==> config.mk <==
export PLATFORM = sky130hd
export DESIGN_NAME = mem_access_unit
export DESIGN_NICKNAME = d
export VERILOG_FILES = /design/src/rtl/mem_pkg.sv /design/src/rtl/byte_lane_unit.sv /design/src/rtl/mem_access_unit.sv
export SDC_FILE = /design/constraint.sdc
export NUM_CORES = 1
export LEC_CHECK = 0
export BUFFER_PORTS_ARGS = -buffer_cell sky130_fd_sc_hd__clkbuf_2
export CORE_MARGIN = 2
export CORE_UTILIZATION = 46
export DETAILED_ROUTE_END_ITERATION = 10
export GPL_TIMING_DRIVEN = 0
export PLACE_DENSITY = 0.8
export SLEW_MARGIN = 10
export SYNTH_ARGS = -nofsm -noshare
export SYNTH_HDL_FRONTEND = slang
export SYNTH_SLANG_ARGS = --single-unit
==> constraint.sdc <==
create_clock -name clk -period 2.3 [get_ports clk]
set_input_delay 0.115 -clock clk [delete_from_list [all_inputs] [get_ports clk]]
set_output_delay 0.115 -clock clk [all_outputs]
set_load 0.02 [all_outputs]
==> src/rtl/mem_pkg.sv <==
// mem_pkg: shared state encoding, byte-enable constants and defaults for mem_access_unit.
package mem_pkg;
    typedef enum logic [1:0] {IDLE, REQ, DONE} state_t;
    localparam logic [3:0] BE_WORD = 4'hF;
    localparam logic [3:0] BE_BYTE0 = 4'b0001;
    localparam int TIMEOUT_CYCLES_DEF = 16;
    localparam logic [31:0] ERR_RDATA_DEF = 32'h0000_0000;
endpackage

==> src/rtl/byte_lane_unit.sv <==
// byte_lane_unit: byte-enable generation, store lane replication and load byte extraction.
module byte_lane_unit
    import mem_pkg::*;
(
    input  logic        ByteMem,
    input  logic [1:0]  Addr,
    input  logic [31:0] WriteData,
    input  logic [31:0] mem_rdata,
    output logic [3:0]  mem_be,
    output logic [31:0] mem_wdata,
    output logic [31:0] ReadData
);
    always_comb begin
        mem_be = ByteMem ? (BE_BYTE0 << Addr) : BE_WORD;
        mem_wdata = ByteMem ? {4{WriteData[7:0]}} : WriteData;
        ReadData = ByteMem ? {24'h0, mem_rdata[{Addr, 3'b000} +: 8]} : mem_rdata;
    end
endmodule

==> src/rtl/mem_access_unit.sv <==
// mem_access_unit: req/ack data-memory access stage with core stall and byte-lane steering.
// Define MEM_TIMEOUT_EN to abort requests that see no ack within TIMEOUT_CYCLES.
module mem_access_unit
    import mem_pkg::*;
#(
    parameter int          TIMEOUT_CYCLES = TIMEOUT_CYCLES_DEF,
    parameter logic [31:0] ERR_RDATA = ERR_RDATA_DEF
) (
    input  logic        clk,
    input  logic        reset,
    input  logic        MemWrite,
    input  logic        MemtoReg,
    input  logic        ByteMem,
    input  logic [31:0] Addr,
    input  logic [31:0] WriteData,
    output logic [31:0] ReadData,
    output logic        Stall,
    output logic        mem_req,
    output logic        mem_we,
    output logic [3:0]  mem_be,
    output logic [31:0] mem_addr,
    output logic [31:0] mem_wdata,
    input  logic [31:0] mem_rdata,
    input  logic        mem_ack,
    output logic        AccessErr
);
    state_t state;
    logic byte_q;
    logic [1:0] off_q;
    logic lane_byte;
    logic [1:0] lane_off;
    logic [3:0] lane_be;
    logic [31:0] lane_wdata;
    logic [31:0] lane_rdata;
`ifdef MEM_TIMEOUT_EN
    localparam int CW = $clog2(TIMEOUT_CYCLES + 1);
    logic [CW-1:0] cnt;
`else
    logic unused_cfg;
    assign unused_cfg = ^{ERR_RDATA, TIMEOUT_CYCLES};
    assign AccessErr = 1'b0;
`endif
    // Lanes follow the live request while launching, the latched one afterwards.
    assign lane_byte = (state == IDLE) ? ByteMem : byte_q;
    assign lane_off = (state == IDLE) ? Addr[1:0] : off_q;
    assign Stall = (state == REQ) | (state == IDLE & (MemWrite | MemtoReg));
    byte_lane_unit u_lanes (
        .ByteMem(lane_byte),
        .Addr(lane_off),
        .WriteData(WriteData),
        .mem_rdata(mem_rdata),
        .mem_be(lane_be),
        .mem_wdata(lane_wdata),
        .ReadData(lane_rdata)
    );
    always_ff @(posedge clk) begin
        if (reset) begin
            state <= IDLE;
            mem_req <= 1'b0;
            mem_we <= 1'b0;
            mem_be <= 4'h0;
            mem_addr <= 32'h0;
            mem_wdata <= 32'h0;
            ReadData <= 32'h0;
            byte_q <= 1'b0;
            off_q <= 2'b00;
`ifdef MEM_TIMEOUT_EN
            cnt <= '0;
            AccessErr <= 1'b0;
`endif
        end else begin
            case (state)
                IDLE: if (MemWrite | MemtoReg) begin
                    state <= REQ;
                    mem_req <= 1'b1;
                    mem_we <= MemWrite;
                    mem_be <= lane_be;
                    mem_wdata <= lane_wdata;
                    mem_addr <= {Addr[31:2], 2'b00};
                    byte_q <= ByteMem;
                    off_q <= Addr[1:0];
`ifdef MEM_TIMEOUT_EN
                    cnt <= '0;
`endif
                end
                REQ: begin
                    if (mem_ack) begin
                        state <= DONE;
                        mem_req <= 1'b0;
                        if (!mem_we) ReadData <= lane_rdata;
                    end
`ifdef MEM_TIMEOUT_EN
                    else if (cnt == CW'(TIMEOUT_CYCLES - 1)) begin
                        state <= DONE;
                        mem_req <= 1'b0;
                        AccessErr <= 1'b1;
                        if (!mem_we) ReadData <= ERR_RDATA;
                    end else cnt <= cnt + 1'b1;
`endif
                end
                DONE: begin
                    state <= IDLE;
`ifdef MEM_TIMEOUT_EN
                    AccessErr <= 1'b0;
`endif
                end
                default: state <= IDLE;
            endcase
        end
    end
endmodule

==> results.yml <==
status:
  status: "finished clean"
drt:
  drtIter0Drc: 190
  first_pass_iters: 4
  wl_per_cell_um: 16.3
  vias_per_cell: 5.45
  ant_nets: 0
  vias: 4858
  drt-total-wl_um: 14500
  drc_errors: 0
clock_tree:
  clock_latency_ns: 0.36
  clockBufferDepth: 2
  numCtsBuffers: 9
  htreeDepth: 3
  cts_setup_buffers: 0
  clockRootBuffer: "clkbuf_8"
  cts.sinks: 105
  cts_tree: "done"
  path_clk_slew_ns: 0.10
worst_hold_path:
  hp-class: "in2reg"
  hold_path_depth: 3
  worstHoldStart: "WriteData[6]"
timing:
  fin_crit_ns: 2.03
  fin_setup_tns_ns: 0
  skew_ns: 0.0151
  worstMarginPinSlew_ns: 0.671
  clock.fmax_mhz: 493
  setup_viol: 0
  finalHoldViolations: 0
  rsz0062_at_grt: "false"
  slew_headroom: 0.549
  drv_slew: 0
  period_share: 0.882
die:
  design.core.area_um2: 8760
  start_util: 0.476
  die_h_um: 99.3
  die_x_um: 99.3
  dieArea_um2: 9850
  num_rows: 34
  io_pins: 206
power:
  clock_power_share: 0.243
  leakagePower_nw: 2.69
  powerDensity_nw_per_um2: 700
  p_seq_frac: 0.495
  intPower_mw: 2.76
  irDropWorstVdd_v: 0.000413
  power_frac_comb: 0.261
  switching_share: 0.336
  p_sw_mw: 1.40
critical_path:
  timing.rr.start: "state[1]$_SDFFE_PP0P_"
  worst-r2r-setup-slack_ns: 0.27
  rr_worst_depth: 7
  r2r-end: "mem_addr[2]$_SDFFE_PP0P_"
  critPathKind: "reg2reg"
  endpoint: "mem_addr[2]$_SDFFE_PP0P_"
  setup.worst_path.start: "state[1]$_SDFFE_PP0P_"
  critPathArrivalTime_ns: 2.29
  cp-start-kind: "flop"
  worst-path-max-fanout: 10
  worstPathRequired_ns: 2.57
  cp-end-kind: "flop"
layout:
  drive_above_1_share: 0.306
  area_growth_pct: 42.2
  nets: 882
  diodes: 0
  stdcell_count: 892
global_routing:
  grt.overflow.total: 0
  grt_pass1_wl_um: 22100
  antenna_found_initial: 0
  grt_pass1_vias: 4798
  grt_max_degree: 17
  track_usage: 0.279
logic_synthesis:
  yosysTopAreaCellShare: 0.503
  synth.cell_area_um2: 4180
  ys_ff_latch: 105
  ys.flop_type: "dfxtp_1"
  ys_warn_count: 0
  synth-edff-count: 0
  async_flop_share: 0
  synth_top_area_cell: "dfxtp_1"
  synth_cell_types: 32
  syn-instance-count: 521
  ys_seq_area_frac: 0.503
  synth_commonest_cells: "nand2_1 (139), dfxtp_1 (105), a21oi_1 (67), nor2_1 (45), a311oi_1 (33)"
  synth_area_leaders: "dfxtp_1 (50%), nand2_1 (12%), a21oi_1 (8.0%), a311oi_1 (6.9%), nor2_1 (4.0%)"
  avgSynthCellArea_um2: 8.01
  synth_most_common_cell: "nand2_1"
placement:
  dp_cells: 832
  io_buffers: 201
  dp_hpwl_um: 10500
  gp_congestion: 0.933
flow_run:
  cap_violations: 0
## kinds of logic after synthesis
group | share of synthesized area
DFF | 0.503
AOI/OAI and AO/OA | 0.211
other | 0.000898
buffers and inverters | 0.0521
and+or+nand+nor | 0.233
## worst min-delay path by stage
| stage | endpoint |
|---|---|
| 2_1_floorplan | off_q[0]$_SDFFE_PP0P_ |
| 3_3_place_gp | mem_addr[18]$_SDFFE_PP0P_ |
| 3_5_place_dp | mem_addr[25]$_SDFFE_PP0P_ |
| 4_1_cts | mem_wdata[26]$_SDFFE_PP0P_ |
| 5_1_grt | ReadData[10]$_SDFFE_PP0P_ |
| 6_report | mem_wdata[6]$_SDFFE_PP0P_ |
## sequential cells by signal, indices dropped and copies added (netlist names)
register,count
mem_we,1
off_q,2
ReadData,32
byte_q,1
mem_be,4
mem_addr,30
state,2
mem_req,1
mem_wdata,32
## per-layer routing
metal  vias up  share of wire  track usage
met5         -              0            0
met4         0          0.047        0.162
met3        56          0.074       0.0520
met2       247           0.49        0.471
met1      2246           0.39        0.333
li1       2309              -            -
## what timing repair did
item / in CTS / in global routing
resized for setup: 0 / 0
hold endpoints to repair: 44 / 1
hold buffers: 44 / 1
## area by class of cell
type | count | area [um2]
inverter | 1 | 3.75
timing repair buffer | 246 | 1460
multi-input combinational | 369 | 1860
tap | 108 | 135
clock inverter | 4 | 31.3
clock buffer | 11 | 131
buffer | 48 | 214
fill | 742 | 2830
sequential | 105 | 2100
## per-stage QoR
| stage | instance area, um2 | worst slack [ns] | utilization | hold WS (ns) | power (mW) |
|---|---|---|---|---|---|
| 6_report | 5940 | 0.271 | 0.677 | 0.00878 | 4.15 |
| 3_3_place_gp | 5320 | 0.428 | 0.608 | 0.338 | 3.07 |
| 2_1_floorplan | 4180 | 0.702 | - | 0.251 | 2.71 |
| 5_1_grt | 5940 | 0.160 | 0.677 | 0.00400 | 4.34 |
| 4_1_cts | 5930 | 0.323 | 0.676 | 0.000256 | 4.15 |
| 3_5_place_dp | 5320 | 0.353 | 0.608 | 0.345 | 3.11 |
## power groups by stage
stage	clock, mW	sequential, mW	combinational [mW]
3_5_place_dp	0	2.10	1.01
6_report	1.01	2.06	1.09
3_3_place_gp	0	2.09	0.984
2_1_floorplan	0	2.26	0.451
4_1_cts	1.02	2.06	1.07
5_1_grt	1.09	2.07	1.18
## cells in the final DEF (no fill, tap or decap), types with 2 or more instances in the layout
cell / instances
a211oi_1: 2
a21boi_0: 8
a21oi_1: 67
a311oi_1: 33
a32oi_1: 8
and3_1: 8
buf_2: 18
buf_4: 3
clkbuf_1: 29
clkbuf_2: 201
clkbuf_8: 9
clkinvlp_4: 3
conb_1: 3
dfxtp_1: 105
dlygate4sd3_1: 45
nand2_1: 139
nand2b_1: 2
nand3_1: 24
nor2_1: 45
nor3_1: 4
o21ai_0: 9
o21ai_1: 2
or3b_1: 3
## critical path: stages, from the launching register on
cell     delay, ns
dfxtp_1       0.34
buf_2         0.17
or2_1         0.26
nor2_1        0.31
buf_2         0.31
buf_2         0.27
nand2_1       0.08
a21oi_1       0.19
No activity file was read; power rests on OpenSTA's default activity.
